$ cat src/rtl/uart_rx_fifo_pkg.sv
// ============================================================================
// uart_pkg : shared widths and fetch-state encoding for the UART RX FIFO slice
// Revision : 1.0
// ============================================================================
`default_nettype none

package uart_pkg;
    localparam int UART_DATA_W  = 8;
    localparam int UART_STATS_W = 16;

    typedef enum logic [0:0] {
        IDLE    = 1'b0,
        CAPTURE = 1'b1
    } fetch_state_e;
endpackage

`default_nettype wire

$ cat src/rtl/uart_rx_fifo_if.sv
// ============================================================================
// uart_rx_fifo_if : first-word-fall-through byte stream (valid/ready)
// Revision        : 1.0
// ============================================================================
`default_nettype none

interface uart_rx_fifo_if;
    logic [uart_pkg::UART_DATA_W-1:0] m_data;
    logic                             m_valid;
    logic                             m_ready;

    modport master (output m_data, output m_valid, input  m_ready);
    modport slave  (input  m_data, input  m_valid, output m_ready);
endinterface

`default_nettype wire

$ cat src/rtl/uart_sync_fifo.sv
// ============================================================================
// uart_sync_fifo : single-clock FWFT byte FIFO with occupancy and level flags
// Revision       : 1.0
// ============================================================================
`default_nettype none

module uart_sync_fifo
    import uart_pkg::*;
#(
    parameter int DEPTH    = 16,
    parameter int AF_LEVEL = 12
) (
    input  wire logic                        rxclk,
    input  wire logic                        reset,
    input  wire logic                        flush_i,
    input  wire logic                        push_i,
    input  wire logic [UART_DATA_W-1:0]      wdata_i,
    input  wire logic                        pop_i,
    output logic      [UART_DATA_W-1:0]      rdata_o,
    output logic      [$clog2(DEPTH):0]      count_o,
    output logic                             full_o,
    output logic                             almost_full_o
);
    localparam int                   c_AW   = $clog2(DEPTH);
    localparam int                   c_CW   = c_AW + 1;
    localparam logic [c_CW-1:0]      c_FULL = c_CW'(DEPTH);
    localparam logic [c_CW-1:0]      c_AF   = c_CW'(AF_LEVEL);

    logic [UART_DATA_W-1:0] mem_q [DEPTH];
    logic [c_AW-1:0]        wr_ptr_q;
    logic [c_AW-1:0]        rd_ptr_q;
    logic [c_CW-1:0]        count_q;

    // Storage is deliberately left out of reset; only the pointers define validity.
    always_ff @(posedge rxclk) begin
        if (push_i && !flush_i) begin
            mem_q[wr_ptr_q] <= wdata_i;
        end
    end

    always_ff @(posedge rxclk or posedge reset) begin
        if (reset) begin
            wr_ptr_q <= '0;
            rd_ptr_q <= '0;
            count_q  <= '0;
        end else if (flush_i) begin
            wr_ptr_q <= '0;
            rd_ptr_q <= '0;
            count_q  <= '0;
        end else begin
            if (push_i) begin
                wr_ptr_q <= wr_ptr_q + 1'b1;
            end
            if (pop_i) begin
                rd_ptr_q <= rd_ptr_q + 1'b1;
            end
            case ({push_i, pop_i})
                2'b10:   count_q <= count_q + 1'b1;
                2'b01:   count_q <= count_q - 1'b1;
                default: count_q <= count_q;
            endcase
        end
    end

    assign rdata_o       = mem_q[rd_ptr_q];
    assign count_o       = count_q;
    assign full_o        = (count_q == c_FULL);
    assign almost_full_o = (count_q >= c_AF);
endmodule

`default_nettype wire

$ cat src/rtl/uart_rx_fifo.sv
// ============================================================================
// uart_rx_fifo : drains a UART receiver into a FWFT FIFO, with optional
//                statistics counters enabled by macro UART_RX_FIFO_STATS_EN
// Revision     : 1.0
// ============================================================================
`default_nettype none

module uart_rx_fifo
    import uart_pkg::*;
#(
    parameter int DEPTH    = 16,
    parameter int AF_LEVEL = 12
) (
    input  wire logic                        rxclk,
    input  wire logic                        reset,
    input  wire logic [UART_DATA_W-1:0]      rx_data_in,
    input  wire logic                        rx_empty_in,
    output logic                             uld_rx_data,
    input  wire logic                        flush,
    uart_rx_fifo_if.master                   m_if,
    output logic      [$clog2(DEPTH):0]      count,
    output logic                             full,
    output logic                             almost_full,
    output logic      [UART_STATS_W-1:0]     rx_bytes,
    output logic      [UART_STATS_W-1:0]     stall_cycles
);
    fetch_state_e state_q;
    fetch_state_e state_d;
    logic         armed_q;
    logic         push;
    logic         pop;

    // armed_q holds off the first unload until one edge after reset release.
    always_ff @(posedge rxclk or posedge reset) begin
        if (reset) begin
            state_q <= IDLE;
            armed_q <= 1'b0;
        end else begin
            state_q <= state_d;
            armed_q <= 1'b1;
        end
    end

    always_comb begin
        state_d     = state_q;
        uld_rx_data = 1'b0;
        push        = 1'b0;
        unique case (state_q)
            IDLE: begin
                if (armed_q && !rx_empty_in && !full && !flush) begin
                    uld_rx_data = 1'b1;
                    state_d     = CAPTURE;
                end
            end
            CAPTURE: begin
                push    = !flush;
                state_d = IDLE;
            end
            default: state_d = IDLE;
        endcase
    end

    assign pop          = m_if.m_valid && m_if.m_ready;
    assign m_if.m_valid = (count != '0);

    uart_sync_fifo #(
        .DEPTH    (DEPTH),
        .AF_LEVEL (AF_LEVEL)
    ) u_fifo (
        .rxclk         (rxclk),
        .reset         (reset),
        .flush_i       (flush),
        .push_i        (push),
        .wdata_i       (rx_data_in),
        .pop_i         (pop),
        .rdata_o       (m_if.m_data),
        .count_o       (count),
        .full_o        (full),
        .almost_full_o (almost_full)
    );

`ifdef UART_RX_FIFO_STATS_EN
    logic [UART_STATS_W-1:0] rx_bytes_q;
    logic [UART_STATS_W-1:0] stall_q;

    // rx_bytes wraps naturally; stall_cycles saturates.
    always_ff @(posedge rxclk or posedge reset) begin
        if (reset) begin
            rx_bytes_q <= '0;
            stall_q    <= '0;
        end else begin
            if (push) begin
                rx_bytes_q <= rx_bytes_q + 1'b1;
            end
            if ((state_q == IDLE) && !rx_empty_in && full && (stall_q != {UART_STATS_W{1'b1}})) begin
                stall_q <= stall_q + 1'b1;
            end
        end
    end

    assign rx_bytes     = rx_bytes_q;
    assign stall_cycles = stall_q;
`else
    assign rx_bytes     = '0;
    assign stall_cycles = '0;
`endif
endmodule

`default_nettype wire

$ cat src/flat_wrapper.sv
// flat-port wrapper written by rule: the top's interface ports become plain ports
module uart_rx_fifo_flat import uart_pkg::*;
#(
    parameter int DEPTH    = 16,
    parameter int AF_LEVEL = 12
)
  (rxclk, reset, rx_data_in, rx_empty_in, uld_rx_data, flush, count, full, almost_full, rx_bytes, stall_cycles, m_if_m_data, m_if_m_valid, m_if_m_ready);
  uart_rx_fifo_if m_if_i ();
  input  wire logic rxclk;
  input  wire logic reset;
  input  wire logic [UART_DATA_W-1:0] rx_data_in;
  input  wire logic rx_empty_in;
  output logic uld_rx_data;
  input  wire logic flush;
  output logic      [$clog2(DEPTH):0] count;
  output logic full;
  output logic almost_full;
  output logic      [UART_STATS_W-1:0] rx_bytes;
  output logic      [UART_STATS_W-1:0] stall_cycles;
  output wire logic [$bits(m_if_i.m_data)-1:0] m_if_m_data;
  output wire logic [$bits(m_if_i.m_valid)-1:0] m_if_m_valid;
  input wire logic [$bits(m_if_i.m_ready)-1:0] m_if_m_ready;
  assign m_if_m_data = m_if_i.m_data;
  assign m_if_m_valid = m_if_i.m_valid;
  assign m_if_i.m_ready = m_if_m_ready;
  uart_rx_fifo #(.DEPTH(DEPTH), .AF_LEVEL(AF_LEVEL)) u_core (.rxclk(rxclk), .reset(reset), .rx_data_in(rx_data_in), .rx_empty_in(rx_empty_in), .uld_rx_data(uld_rx_data), .flush(flush), .m_if(m_if_i), .count(count), .full(full), .almost_full(almost_full), .rx_bytes(rx_bytes), .stall_cycles(stall_cycles));
endmodule
$ cat config.mk
export PLATFORM = sky130hd
export DESIGN_NAME = uart_rx_fifo_flat
export DESIGN_NICKNAME = d
export VERILOG_FILES = /design/src/rtl/uart_rx_fifo_pkg.sv /design/src/rtl/uart_rx_fifo_if.sv /design/src/rtl/uart_sync_fifo.sv /design/src/rtl/uart_rx_fifo.sv /design/src/flat_wrapper.sv
export SDC_FILE = /design/constraint.sdc
export NUM_CORES = 1
export LEC_CHECK = 0
export BUFFER_PORTS_ARGS = -buffer_cell sky130_fd_sc_hd__buf_2
export CAP_MARGIN = 20
export CORE_MARGIN = 3
export CORE_UTILIZATION = 53
export DETAILED_ROUTE_END_ITERATION = 16
export PLACE_DENSITY = 0.76
export SLEW_MARGIN = 10
export SYNTH_ARGS = -nofsm -noshare
export SYNTH_HDL_FRONTEND = slang
export SYNTH_SLANG_ARGS = --single-unit
export TNS_END_PERCENT = 50
$ cat constraint.sdc
create_clock -name rxclk -period 2.75 [get_ports rxclk]
set_clock_uncertainty 0.1 [all_clocks]
set_input_delay 0.1375 -clock rxclk [delete_from_list [all_inputs] [get_ports rxclk]]
set_output_delay 0.1375 -clock rxclk [all_outputs]
set_load 0.05 [all_outputs]
---- Word level (Yosys, flattened, before mapping) ----
Memory sizes are Yosys's and may differ from the RTL's.
Cells that the tools add are included.
W data, S select, Z words.
cells by class
  $add $sub $neg .......................... 4
  order comparisons ....................... 1
  equality and inequality tests ........... 3
  multiplexer cells ....................... 12
  bitwise operators ....................... 1
  reductions and logical operators ........ 12
operator list
  operator               number
  $mux W4                4
  $pmux W5 S2            1
  $add A4 B1 Y4 const B  2
  $add A5 B1 Y5 const B  1
  $eq A5 B5 Y1 const B   1
  $ge A5 B4 Y1 const B   1
  $logic_and A1 B1 Y1    5
  $mux W1                5
  $mux W5                1
  $reduce_bool A5 Y1     1
  $sub A5 B1 Y5 const B  1
  $reduce_bool A2 Y1     2
  $logic_not A1 Y1       3
  $reduce_bool A3 Y1     1
  $eq A2 B1 Y1 const B   1
  $eq A2 B2 Y1 const B   1
  $pmux W1 S2            1
  $not A1 Y1             1
storage, ports and cells
  register bits ........................... 15
  RAM bits ................................ 128
  bits of input ports ..................... 13
  output and inout bits ................... 49
  word-level logic and storage cells ...... 39
  memories ................................ 1
memories
  name                 depth  width  read ports  clocked after memory_dff  write ports  line                  RTL
  u_core.u_fifo.mem_q  16     8      1           0                         1            uart_sync_fifo.sv:29  logic [UART_DATA_W-1:0] mem_q [DEPTH];

---- Logic depth before layout (Yosys ltp) ----
  depth in word-level cells ............... 6
  depth in mapped cells ................... 10

---- Cells and area by module ----
Synthesis repeated with hierarchy kept, for this count alone.
unflattened totals
  cells, all modules ...................... 357
  area, all modules ....................... 6,183.4 sq um
modules (own cells, without submodules)
  module          times used  cells an instance  area each (sq um)  sequential area each (sq um)
  uart_sync_fifo  1           313                5,824.3            4,169.0
  uart_rx_fifo    1           44                 359.1              50.0

---- Least setup slack after synthesis ----
Ideal clock, no wire load.
  kind .................................... flip-flop to flip-flop
  start ................................... reg u_core.u_fifo.count_q[1], in the netlist u_core.u_fifo.count_o[1]
  end ..................................... reg u_core.state_q
  setup time .............................. 0.289 ns
  data arrival time ....................... 2.864 ns
  required time ........................... 2.361 ns
  path slack .............................. -0.504 ns
  cell stages (with the launch flop) ...... 5
  buffers on the path ..................... 1
  clock period less this slack ............ 3.254 ns
  cells stage by stage .................... dfrtp_1 -> or4_4 -> buf_6 -> nor2_1 -> nor4_1
between the ends
  word-level cells in the longest chain between the ends .. 6
RTL lines
  item                              line                  RTL
  start: declaration                uart_sync_fifo.sv:32  logic [c_CW-1:0] count_q;
  start signal: assignment          uart_sync_fifo.sv:58  2'b10: count_q <= count_q + 1'b1;
  start signal: assignment          uart_sync_fifo.sv:59  2'b01: count_q <= count_q - 1'b1;
  start signal: assignment          uart_sync_fifo.sv:60  default: count_q <= count_q;
  $eq A5 B5 Y1                      uart_sync_fifo.sv:67  assign full_o = (count_q == c_FULL);
  via full                          flat_wrapper.sv:16    output logic full;
  $logic_not A1 Y1                  uart_rx_fifo.sv:50    if (armed_q && !rx_empty_in && !full && !flush) begin
  $logic_and A1 B1 Y1 (2 in a row)  uart_rx_fifo.sv:50
  $mux W1                           uart_rx_fifo.sv:50
  $pmux W1 S2                       uart_rx_fifo.sv:48    unique case (state_q)
  end signal: assignment            uart_rx_fifo.sv:39    state_q <= state_d;
  end: declaration                  uart_rx_fifo.sv:27    fetch_state_e state_q;
The timed path passes the listed nets, and every way through them passes these cells.
A chain may end at the register's enable or synchronous reset.

---- Worst setup path in the final report ----
  start ................................... reg u_core.u_fifo.count_q[2], in the netlist u_core.u_fifo.count_o[2]
  end ..................................... reg u_core.u_fifo.count_q[4], in the netlist u_core.u_fifo.count_o[4]
between the ends
  word-level cells in the longest chain between the ends .. 5
  elaborated cells on any way between the ends .. 9
RTL lines
  item
  parallel branches: the longest is 5 deep, another holds $sub A5 B1 Y5
Several ways; the timed one is not identified.

==> flow_summary.ini <==
[logic_synthesis]
synth_top_flop_cell = edfxtp_1
yosys_register_bits = 143
async_reset_ff_frac = 0.105
synth_area_per_cell_um2 = 17.9
synthCells = 341
synth_edf_count = 128
netlist_area_mm2 = 0.00612
seq_area_frac_synth = 0.690
yosys_warnings = 0
synth_cell_types = 37

[min_path]
hold_path.class = in2reg

[die]
dieArea_mm2 = 0.0129
num_io_pins = 62
design.core.area_mm2 = 0.0111
start_util = 0.552
die_w_um = 113
die_y_um = 113
row_count = 38

[setup_path]
worst-path-buf-inv = 3
path_class = reg2reg
slowest_stage = or4_4
crit_chain = or4_4, o211ai_4, buf_4, buf_4, inv_1, ha_1, nor2_1, a22oi_2, or4b_4, o211ai_2
critPathMostFrequentCell = buf_4
endpoint_kind = flop
cp.arrival_ns = 2.91
setup.worst_path.start_class = flop
crit_fanout = 5
max_stage_delay_ns = 0.56
crit_required_ns = 2.98
critical-path-top-delay-family = simple AND/OR/NAND/NOR gates

[detailed_routing]
ant_nets = 0
wirelength_mm = 11.3
drtIter0Drc = 314
dr.pass1.iters = 4
avgViaCountPerCell = 5.57
wl_per_cell_um = 20.9
vias = 3027
drc = 0

[grt]
antenna_found_initial = 0
grt_usage = 0.187
grt_max_degree = 36
grt-ovfl-total = 0
grt_pass1_wl_mm = 17.5
grt_pass1_vias = 2981

[sta]
max_freq_mhz = 372
slew_headroom = 0.544
post-route-period-util = 0.977
finalMaxSlewViolations = 0
final.min_clock_period_ns = 2.69
final_hold_viol_count = 0
tightest_slew_ns = 0.684
fin_ws_ns = 0.0631
finalSetupViolCount = 0

[placement]
dp_hpwl_mm = 6.87
place_ws_ns = 0.0405
placed_cell_area_mm2 = 0.00637
numPortBuffers = 29
gp_congestion = 0.805

[clocking]
cts_max_level = 4
ctsRootBufferMaster = clkbuf_16
cts_sinks = 143
clk_path_buf_depth = 2
clk_latency_ns = 0.40
clk_pin_slew_worst_paths_ns = 0.06
cts_buffers = 17
cts_tree = yes

[power]
ir_worst_vdd_uv = 479
power_mw = 6.25
leakage_nw = 2.42
power_density_mw_per_mm2 = 891

[final_layout]
drive_gt1_frac = 0.310
nNetsFinal = 410
areaGrowthSynthToFinish_pct = 14.6
design_area_mm2 = 0.00701
diodes = 0
fin_util = 0.633

[run_status]
status = finished, final reports clean

[flow_run]
maxCapViolCount = 0
placed cells by master, fill, tap and decap left out, drive strengths merged, types with 2 or more instances in the layout:
master and instances:
edfxtp 128, buf 45, mux4 40, conb 33, clkbuf 20, nor2 19, dfrtp 15, nand2 12
and2 12, inv 9, xnor2 7, ha 7, nand2b 5, a21oi 4, nor3 4, clkinv 4
xor2 3, mux2i 3, nand4 3, clkinvlp 3, dlygate4sd3 3, nor4 3, o21ai 3, nand3 2
or3 2, o211ai 2, or2 2
power by group:
group / leakage, nW / internal (mW) / total, mW / switching (mW)
Clock: 0.258 / 1.25 / 2.12 / 0.867
Combinational: 0.809 / 0.671 / 1.67 / 1.00
Sequential: 1.35 / 2.41 / 2.46 / 0.0432
state kept, by name, summed over array words and instances, names as in the netlist:
name                    cells
u_core.u_fifo.count_o       5
u_core.armed_q              1
u_core.state_q              1
u_core.u_fifo.mem_q       128
u_core.u_fifo.wr_ptr_q      4
u_core.u_fifo.rd_ptr_q      4
cell usage after synthesis, types with 4 or more instances:
cell type  number  area [um2]
xnor2_1         7        61.3
edfxtp_1      128        3840
inv_1           5        18.8
nor2_1         19        71.3
nand2_1        12        45.0
ha_1            7        87.6
buf_4          32         240
a21oi_1         4        20.0
nor3_1          4        20.0
clkbuf_1       11        41.3
and2_1         12        75.1
dfrtp_1        15         375
nand2b_1        5        31.3
mux4_2         40         901
area by class of cell:
type	instances	area (um2)
tap	140	175
sequential	143	4220
clock inverter	12	111
multi-input combinational	175	1730
timing repair buffer	48	320
inverter	5	18.8
clock buffer	20	437
fill	751	4070
routing by layer:
metal | vias up | global-route usage | part of all wire
met3 | 11 | 0.0488 | 0.059
li1 | 1364 | - | -
met1 | 1556 | 0.272 | 0.42
met2 | 96 | 0.285 | 0.51
met5 | - | 0 | 0
met4 | 0 | 0.0561 | 0.011
through the flow:
| step | TNS [ns] | hold WS (ns) | std cells |
|---|---|---|---|
| after floorplan | -0.283 | -0.0610 | 372 |
| after global placement | 0 | 0.119 | 505 |
| after detailed placement | 0 | 0.132 | 505 |
| after CTS | 0 | 0.00669 | 540 |
| after global routing | -0.0153 | 0.00785 | 543 |
| final | 0 | 0.0160 | 543 |
timing repair:
action / CTS / global route
hold buffers: 3 / 0
gates resized for setup: 0 / 7
setup endpoints to repair: 0 / 1
hold endpoints to repair: 21 / 0
setup buffers: 0 / 3
cells by family after synthesis:
kind of cell / Yosys count / share of synthesized area
flip-flops: 143 / 0.690
AND/OR/NAND/NOR: 66 / 0.0550
buffers and inverters: 54 / 0.0546
multiplexers: 43 / 0.152
AO/OA/AOI/OAI: 16 / 0.0186
XOR/XNOR: 10 / 0.0143
adder cells (fa/ha/maj): 7 / 0.0143
other: 2 / 0.00123
final timing paths:
path / slack, ns / end / depth (start not counted) / startpoint
max: 0.06 / u_core.u_fifo.count_o[4]$_DFFE_PP0P_ / 10 / u_core.u_fifo.count_o[2]$_DFFE_PP0P_
min: 0.02 / u_core.u_fifo.mem_q[8][3]$_DFFE_PP_ / 1 / rx_data_in[3]
max reg2reg: 0.06 / u_core.u_fifo.count_o[4]$_DFFE_PP0P_ / 10 / u_core.u_fifo.count_o[2]$_DFFE_PP0P_
min reg2reg: 0.43 / u_core.state_q$_DFF_PP0_ / 2 / u_core.armed_q$_DFF_PP0_
max in group asynchronous: 1.91 / u_core.u_fifo.rd_ptr_q[0]$_DFFE_PP0P_ / 3 / reset
min in group asynchronous: 0.23 / u_core.state_q$_DFF_PP0_ / 3 / reset
Note: power is estimated with default switching activity, not from simulation.
